===== config.mk =====
export PLATFORM = sky130hd
export DESIGN_NAME = demux3_stream
export DESIGN_NICKNAME = d
export VERILOG_FILES = /design/src/rtl/demux3_stream_pkg.sv /design/src/rtl/demux3_stream_reg.sv /design/src/rtl/demux3_stream.sv
export SDC_FILE = /design/constraint.sdc
export NUM_CORES = 1
export LEC_CHECK = 0
export CAP_MARGIN = 20
export CORE_UTILIZATION = 44
export DETAILED_ROUTE_END_ITERATION = 7
export GPL_TIMING_DRIVEN = 0
export PLACE_DENSITY = 0.85
export SYNTH_ARGS = -nofsm -noshare
export SYNTH_HDL_FRONTEND = slang
export SYNTH_SLANG_ARGS = --single-unit

===== constraint.sdc =====
create_clock -name clk -period 2.6 [get_ports clk]
set_input_delay 0.78 -clock clk [delete_from_list [all_inputs] [get_ports clk]]
set_output_delay 0.78 -clock clk [all_outputs]
set_load 0.01 [all_outputs]

===== src/rtl/demux3_stream_pkg.sv =====
// Shared CPU types: default word width, result destination tags and the
// select-priority decode used by both the select mux and this demux.
package rvcpu;

  localparam int Width = 32;

  typedef enum logic [1:0] {
    DEST_A = 2'd0,
    DEST_B = 2'd1,
    DEST_C = 2'd2
  } dest_e;

  typedef enum logic {
    ST_EMPTY = 1'b0,
    ST_FULL  = 1'b1
  } slot_state_e;

  // sel_a dominates sel_b so every select user agrees on priority
  function automatic dest_e decode_dest(input logic sel_a, input logic sel_b);
    dest_e d;
    if (sel_a)      d = DEST_A;
    else if (sel_b) d = DEST_B;
    else            d = DEST_C;
    return d;
  endfunction

endpackage


===== src/rtl/demux3_stream_reg.sv =====
// One-entry valid/ready register slice with synchronous flush; out_data
// holds its last loaded value and resets to RESET_VAL.
module stream_reg
  import rvcpu::*;
#(
  parameter int           W         = 8,
  parameter logic [W-1:0] RESET_VAL = '0
) (
  input  logic         clk,
  input  logic         rst_n,
  input  logic         flush,
  input  logic         in_valid,
  output logic         in_ready,
  input  logic [W-1:0] in_data,
  output logic         out_valid,
  input  logic         out_ready,
  output logic [W-1:0] out_data
);

  slot_state_e  r_state;
  slot_state_e  w_stateNext;
  logic         w_load;
  logic [W-1:0] r_data;

  always_comb begin
    w_stateNext = r_state;
    in_ready    = 1'b0;
    case (r_state)
      ST_EMPTY: in_ready = !flush;
      ST_FULL:  in_ready = !flush && out_ready;
      default:  in_ready = 1'b0;
    endcase
    w_load = in_valid && in_ready;
    // flush wins over everything, including a simultaneous handshake
    if (flush)
      w_stateNext = ST_EMPTY;
    else if (w_load)
      w_stateNext = ST_FULL;
    else if (r_state == ST_FULL && out_ready)
      w_stateNext = ST_EMPTY;
  end

  always_ff @(posedge clk or negedge rst_n) begin
    if (!rst_n) r_state <= ST_EMPTY;
    else        r_state <= w_stateNext;
  end

  always_ff @(posedge clk or negedge rst_n) begin
    if (!rst_n)      r_data <= RESET_VAL;
    else if (w_load) r_data <= in_data;
  end

  assign out_valid = (r_state == ST_FULL);
  assign out_data  = r_data;

endmodule


===== src/rtl/demux3_stream.sv =====
// Registered one-to-three stream demux. Define DEMUX3_SKID_EN to add a skid
// entry behind the holding stage so in_ready no longer depends on out_*_ready.
module demux3_stream
  import rvcpu::*;
#(
  parameter int Width = rvcpu::Width
) (
  input  logic             clk,
  input  logic             rst_n,
  input  logic             flush,
  input  logic             in_valid,
  output logic             in_ready,
  input  logic             in_sel_a,
  input  logic             in_sel_b,
  input  logic [Width-1:0] in_data,
  output logic             out_a_valid,
  output logic             out_b_valid,
  output logic             out_c_valid,
  input  logic             out_a_ready,
  input  logic             out_b_ready,
  input  logic             out_c_ready,
  output logic [Width-1:0] out_data
);

  localparam int PW = Width + 2;
  localparam logic [PW-1:0] ResetPayload = {DEST_C, {Width{1'b0}}};

  logic          w_holdValid;
  logic [PW-1:0] w_holdData;
  logic [PW-1:0] w_newPayload;
  dest_e         w_tag;
  logic          w_selReady;

  assign w_newPayload = {decode_dest(in_sel_a, in_sel_b), in_data};
  assign w_tag        = dest_e'(w_holdData[PW-1:Width]);

  always_comb begin
    w_selReady = 1'b0;
    case (w_tag)
      DEST_A:  w_selReady = out_a_ready;
      DEST_B:  w_selReady = out_b_ready;
      DEST_C:  w_selReady = out_c_ready;
      default: w_selReady = 1'b0;
    endcase
  end

`ifdef DEMUX3_SKID_EN
  logic          w_skidValid;
  logic          w_skidInReady;
  logic [PW-1:0] w_skidData;
  logic          w_holdInReady;
  logic          w_accept;

  assign in_ready = !w_skidValid && !flush;
  assign w_accept = in_valid && in_ready;

  // the skid only fills when the holding stage cannot take the word now
  stream_reg #(.W(PW), .RESET_VAL(ResetPayload)) u_skid (
    .clk       (clk),
    .rst_n     (rst_n),
    .flush     (flush),
    .in_valid  (w_accept && !w_holdInReady && w_skidInReady),
    .in_ready  (w_skidInReady),
    .in_data   (w_newPayload),
    .out_valid (w_skidValid),
    .out_ready (w_holdInReady),
    .out_data  (w_skidData)
  );

  stream_reg #(.W(PW), .RESET_VAL(ResetPayload)) u_hold (
    .clk       (clk),
    .rst_n     (rst_n),
    .flush     (flush),
    .in_valid  (w_skidValid || w_accept),
    .in_ready  (w_holdInReady),
    .in_data   (w_skidValid ? w_skidData : w_newPayload),
    .out_valid (w_holdValid),
    .out_ready (w_selReady),
    .out_data  (w_holdData)
  );
`else
  stream_reg #(.W(PW), .RESET_VAL(ResetPayload)) u_hold (
    .clk       (clk),
    .rst_n     (rst_n),
    .flush     (flush),
    .in_valid  (in_valid),
    .in_ready  (in_ready),
    .in_data   (w_newPayload),
    .out_valid (w_holdValid),
    .out_ready (w_selReady),
    .out_data  (w_holdData)
  );
`endif

  assign out_a_valid = w_holdValid && (w_tag == DEST_A);
  assign out_b_valid = w_holdValid && (w_tag == DEST_B);
  assign out_c_valid = w_holdValid && (w_tag == DEST_C);
  assign out_data    = w_holdData[Width-1:0];

endmodule


==> flow_summary.ini, run 1 <==
[sta]
timing.final.ws_setup_ns = 0.0892
hold_viol = 0
hold_slack_ns = 0.504
clock-skew-final_ns = 0.00840
layout_min_cycle_time_ns = 2.51
setup_viol_count_final = 0
finalCritPeriodShare_pct = 96.6
rsz0062_at_grt = false
slew_viol_final = 0
worstMarginPinSlew_ns = 0.740
slew_headroom_pct = 50.7
fmax_ghz = 0.398

[setup_path]
reg2regPathDepth = 6
cpMaxStageDelayCell = clkdlybuf4s50_1
rr_endpoint = u_hold.out_data[23]$_DFFE_PN0P_
path_max_fanout = 2
rrSetupSlack_ns = 0.76
crit_arrival_ns = 1.73
crit_path_cell_trace = clkdlybuf4s50_1 > mux2i_1 > o211ai_2 > nor2b_1 > buf_2
cp-start-kind = input port
endpoint_kind = output pin
cp.required_ns = 1.82
crit_type = input port to output pin
worstReg2RegStart = u_hold.out_data[33]$_DFFE_PN1P_
path_buf_inv = 2
cpPeakStageDelay_ns = 0.45
crit_family = buffers and inverters

[die]
dieArea_um2 = 3990
fp.coreArea_um2 = 3470
die_width_um = 63.2
rows = 21
start_util_pct = 47.5
pin_count = 77
die_h_um = 63.2

[logic_synthesis]
synthMuxAreaShare_pct = 23.2
synthCells = 119
yosysUniqueCellTypes = 19
ys_warn_count = 0
synth-compound-area-share_pct = 1.90
synth-seq-area-share_pct = 53.3
synth-adder-area-share_pct = 0
netlist_area_um2 = 1650
synth_top_family_by_area = multiplexers
yosys.area_share.simple_pct = 4.79
syn-num-nets = 160
ys_top_cells_by_area = dfrtp_1, mux2_2, buf_4, buf_6, dfstp_2
syn_avg_cell_area_um2 = 13.8
yosysTopAreaCellShare_pct = 51.7
synth_xor_area_share_pct = 0
netlist.top_cell.by_area = dfrtp_1
synth-seq-cells = 35

[pwr]
p_leak_uw = 0.00114
power_density_nw_per_um2 = 669
ir_worst_vdd_mv = 0.492

[global_routing]
grt_pass1_wl_mm = 5.42
grt_use_total_pct = 17.8
first_global_vias = 1165
grt_antenna_before_repair = 0
grt_start_max_net_pins = 36
grt.overflow.total = 0

[routing]
drt_iter0_drc = 23
vias = 1132
viasPerCell = 4.55
ant_nets = 0
drt_wl_total_mm = 3.29
first_pass_iters = 5
wl_per_cell_um = 13.2
drc = 0

[cells_and_area]
stdcell_count = 249
antenna_cells = 0
layout-drive-gt1-share_pct = 39.9
fillers = 246
synthToLayoutAreaGrowth_pct = 55.0
nets = 244

[place]
dp_slack_ns = -0.429
place.detailed.hpwl_mm = 2.59
numPortBuffers = 76
gp_congestion = 0.776
post-place-cells = 241

[clock_network]
cts_root_buffer = clkbuf_8
tritoncts.num_buffers = 5
clock_sinks = 35
htreeDepth = 2
clk_pin_slew_worst_paths_ns = 0.06
postCtsHoldBufs = 0
cts_tree = yes
clock_latency_ns = 0.28
cts_buffer_depth = 2

[worst_hold_path]
hold_depth = 1
min_path_type = flop to flop
min_from = u_hold.out_data[24]$_DFFE_PN0P_
min_to = u_hold.out_data[24]$_DFFE_PN0P_

[flow_run]
drv_cap = 0

[status]
status = finished clean
## layout by cell type, fill, tap and decap left out, drive strengths merged
master	count
a211o	1
a21oi	1
and3b	2
buf	38
clkbuf	6
clkdlybuf4s50	73
clkinv	1
dfrtp	34
dfstp	1
dlymetal6s2s	1
inv	1
mux2	33
mux2i	1
nand2	1
nand2b	2
nand3b	2
nor2	1
nor2b	1
nor3b	1
o211ai	1
o21ai	1
## cells by family (layout without fill, tap and decap cells)
kind of cell,count (synthesis),after routing
compound gates,4,4
flops,35,35
mux,34,34
buf+inv,36,120
simple gates,10,10
## routing by layer
metal / routed length, um / up-vias / global-route usage, % / share of wire [%]
li1: - / 540 / - / -
met1: 1280 / 553 / 19.6 / 39
met2: 1850 / 35 / 33.2 / 56
met3: 128 / 4 / 4.35 / 3.9
met4: 40 / 0 / 5.97 / 1.2
met5: 0 / - / 0 / 0
## where the power goes
group / total [uW] / switching, uW / internal [uW]
Combinational: 621 / 186 / 436
Clock: 377 / 169 / 207
Sequential: 709 / 57.4 / 651
Total: 1710 / 412 / 1290
## state kept, by name (all words and copies together), names as in the netlist
register          count
u_hold.out_data      34
u_hold.out_valid      1
## area by class of cell
type,count,area (um2),share of cell area [%]
Timing Repair Buffer,77,761,29.8
Multi-Input combinational cell,48,492,19.3
Buffer,35,274,10.7
Clock buffer,6,82.6,3.24
Clock inverter,1,5.00,0.196
Tap cell,46,57.6,2.25
Sequential cell,35,877,34.4
Inverter,1,3.75,0.147
## worst register-to-register path, delay by kind of cell (launching register included)
family,cells,cell delay (ns)
AO/OA/AOI/OAI,1,0.10
multiplexers,2,0.58
AND/OR/NAND/NOR,1,0.13
buffers and inverters,2,0.32
flip-flops,1,0.58
## through the flow
| step | util, % | area [um2] | setup TNS [ns] | power, uW |
|---|---|---|---|---|
| after CTS | 73.5 | 2550 | 0 | 1730 |
| after detailed placement | 70.9 | 2460 | -0.429 | 1350 |
| after floorplan | - | 1650 | 0 | 1030 |
| final | 73.6 | 2550 | 0 | 1710 |
| after global placement | 71.1 | 2460 | -0.394 | 1320 |
| after global routing | 73.6 | 2550 | 0 | 1810 |
## Yosys cell counts
cell	instances
a211o_1	1
a21oi_1	1
and3b_1	2
buf_4	32
buf_6	3
dfrtp_1	34
dfstp_2	1
inv_1	1
mux2_2	33
mux2i_1	1
nand2_1	1
nand2b_1	2
nand3b_1	1
nand3b_4	1
nor2_1	1
nor2b_1	1
nor3b_1	1
o211ai_2	1
o21ai_0	1
## worst max-delay path by stage
stage | from | endpoint | slack, ns | cells after the start
finish | out_c_ready | in_ready | 0.09 | 5
global route | out_c_ready | in_ready | 0.01 | 5
CTS | out_a_ready | in_ready | 0.04 | 5
detailed placement | out_a_ready | in_ready | -0.43 | 5
global placement | out_c_ready | in_ready | -0.39 | 5
floorplan | out_c_ready | in_ready | 0.53 | 3
## what timing repair did
item / 4_1_cts / 5_1_grt
gates resized for setup: 4 / 1
pin swaps: 1 / 1
endpoints found under the setup margin: 1 / 1
buffers inserted: 1 / 0
Power figures use the tool's default switching activity.
==> run 2: changes to the inputs <==
--- a/config.mk
+++ b/config.mk
@@ -10,6 +10,7 @@
 export DETAILED_ROUTE_END_ITERATION = 7
 export GPL_TIMING_DRIVEN = 0
 export PLACE_DENSITY = 0.85
+export SETUP_SLACK_MARGIN = 0.15
 export SYNTH_ARGS = -nofsm -noshare
 export SYNTH_HDL_FRONTEND = slang
 export SYNTH_SLANG_ARGS = --single-unit
==> run 2 against run 1 <==
Against the previous run: largest power group unchanged; sequential share of layout area increased by 0.084 points; flip-flop and latch count unchanged; via count shrank 0.35%; combinational power hardly changed; count of clock-buffer cells in the layout stayed put; critical endpoint is now out_c_valid; fmax is 6.7% higher.
==> flow_summary.ini, run 2 (synthesized netlist as in run 1, its figures left out) <==
[sta]
layout_min_cycle_time_ns = 2.35
finalCritPeriodShare_pct = 90.5
slew_headroom_pct = 50.7
worstMarginPinSlew_ns = 0.740
rsz0062_at_grt = false
finalSetupTns_ns = 0
fmax_ghz = 0.425
hold_viol = 0
clock-skew-final_ns = 0.00840
slew_viol_final = 0
setup_viol_count_final = 0

[clock_network]
clk_pin_slew_worst_paths_ns = 0.07
tritoncts.num_buffers = 5
cts_buffer_depth = 2
cts_root_buffer = clkbuf_8
cts_tree = yes
htreeDepth = 2
postCtsHoldBufs = 0
clock_sinks = 35
clock_latency_ns = 0.28

[routing]
wl_per_cell_um = 13.2
vias = 1128
drt_wl_total_mm = 3.29
drt_iter0_drc = 23
viasPerCell = 4.53
ant_nets = 0
drc = 0
first_pass_iters = 5

[cells_and_area]
largest_register_ffs = 34
design_area_um2 = 2550
nets = 244
synthToLayoutAreaGrowth_pct = 54.6
layout-drive-gt1-share_pct = 39.9
antenna_cells = 0
final_cell_mix = clkdlybuf4s50_1, dfrtp_1, mux2_2, buf_4, clkbuf_8
final_common_cell = clkdlybuf4s50_1

[global_routing]
grt_use_total_pct = 17.8
grt_antenna_before_repair = 0
grt_pass1_wl_mm = 5.42
grt.overflow.total = 0
grt_start_max_net_pins = 36
first_global_vias = 1165

[pwr]
power_density_nw_per_um2 = 670
p_leak_uw = 0.00113
ir_worst_vdd_mv = 0.492

[flow_run]
drv_cap = 0

[setup_path]
crit_arrival_ns = 1.57
cpPeakStageDelay_ns = 0.59
reg2regPathDepth = 6
cp-start-kind = flop
endpoint_kind = output pin
path_max_fanout = 7
crit_family = flip-flops
rrSetupSlack_ns = 0.75
rr_endpoint = u_hold.out_data[23]$_DFFE_PN0P_
path_buf_inv = 1
cp.required_ns = 1.82
cpMaxStageDelayCell = dfstp_2
crit_path_cell_trace = and3b_1 > clkdlybuf4s50_1
worstReg2RegStart = u_hold.out_data[33]$_DFFE_PN1P_
crit_type = flop to output pin

[die]
fp.coreArea_um2 = 3470
start_util_pct = 47.5
rows = 21
pin_count = 77
die_width_um = 63.2
die_h_um = 63.2
dieArea_um2 = 3990

[place]
place.detailed.hpwl_mm = 2.59
gp_congestion = 0.776
dpl_cell_area_um2 = 2460
numPortBuffers = 76

[status]
status = finished clean

[worst_hold_path]
min_to = u_hold.out_data[24]$_DFFE_PN0P_
hold_depth = 1
min_path_type = flop to flop
min_from = u_hold.out_data[24]$_DFFE_PN0P_
## run 2: cell types whose count changed in the layout (fill, tap and decap cells not counted), sizes merged
cell	delta
clkdlybuf4s50	-2
dlygate4sd2	+3
dlymetal6s2s	-1
## run 2: worst register-to-register path, delay by kind of cell, from the launching register on
family | cells | cell delay (ns)
flip-flops | 1 | 0.59
AO/OA/AOI/OAI | 1 | 0.11
buffers and inverters | 2 | 0.32
AND/OR/NAND/NOR | 1 | 0.13
multiplexers | 2 | 0.57
## run 2: area by class of cell
cell class                      count  area, um2
Buffer                             35        274
Inverter                            1       3.75
Sequential cell                    35        877
Timing Repair Buffer               77        754
Multi-Input combinational cell     48        492
Clock inverter                      1       5.00
Tap cell                           46       57.6
Clock buffer                        6       82.6
Fill cell                         248        922
## run 2: per-stage QoR
stage	util (%)	instances	total power, uW	setup WS [ns]	hold WS (ns)
6_report	73.4	249	1710	0.247	0.504
5_1_grt	73.4	249	1800	0.197	0.522
3_5_place_dp	70.9	241	1350	-0.429	0.493
2_1_floorplan	-	119	1030	0.528	0.481
4_1_cts	73.4	249	1730	0.244	0.507
3_3_place_gp	71.1	241	1320	-0.394	0.487
## run 2: report_power, final
| group | internal [uW] | switching (uW) | leakage [uW] |
|---|---|---|---|
| sequential | 651 | 57.4 | 0.000412 |
| combinational | 434 | 186 | 0.000672 |
| clock | 207 | 169 | 0.0000470 |
| total | 1290 | 412 | 0.00113 |
## run 2: how the worst max path moves through the flow
stage | depth (start not counted) | slack (ns) | to | startpoint
floorplan | 3 | 0.53 | in_ready | out_c_ready
global route | 2 | 0.20 | out_c_valid | u_hold.out_data[33]$_DFFE_PN1P_
finish | 2 | 0.25 | out_c_valid | u_hold.out_data[33]$_DFFE_PN1P_
global placement | 5 | -0.39 | in_ready | out_c_ready
CTS | 2 | 0.24 | out_c_valid | u_hold.out_data[33]$_DFFE_PN1P_
detailed placement | 5 | -0.43 | in_ready | out_a_ready
## run 2: layer usage
| layer | wire (um) | part of all wire (%) | up-vias | global-route usage [%] |
|---|---|---|---|---|
| met5 | 0 | 0 | - | 0 |
| met4 | 40 | 1.2 | 0 | 5.97 |
| met3 | 124 | 3.8 | 4 | 4.35 |
| met2 | 1840 | 56 | 35 | 33.2 |
| met1 | 1290 | 39 | 550 | 19.6 |
| li1 | - | - | 539 | - |
## run 2: repair_timing
| item | in CTS | in global routing |
|---|---|---|
| resized for setup | 7 | 0 |
| buffers inserted | 1 | 0 |
| setup endpoints to repair | 1 | 0 |
==> run 3: changes to the inputs <==
--- a/config.mk
+++ b/config.mk
@@ -11,6 +11,7 @@
 export GPL_TIMING_DRIVEN = 0
 export PLACE_DENSITY = 0.85
 export SETUP_SLACK_MARGIN = 0.15
+export SKIP_LAST_GASP = 1
 export SYNTH_ARGS = -nofsm -noshare
 export SYNTH_HDL_FRONTEND = slang
 export SYNTH_SLANG_ARGS = --single-unit
==> results of run 3 <==
Final layout, timing and power as in run 2 (identical DEF).
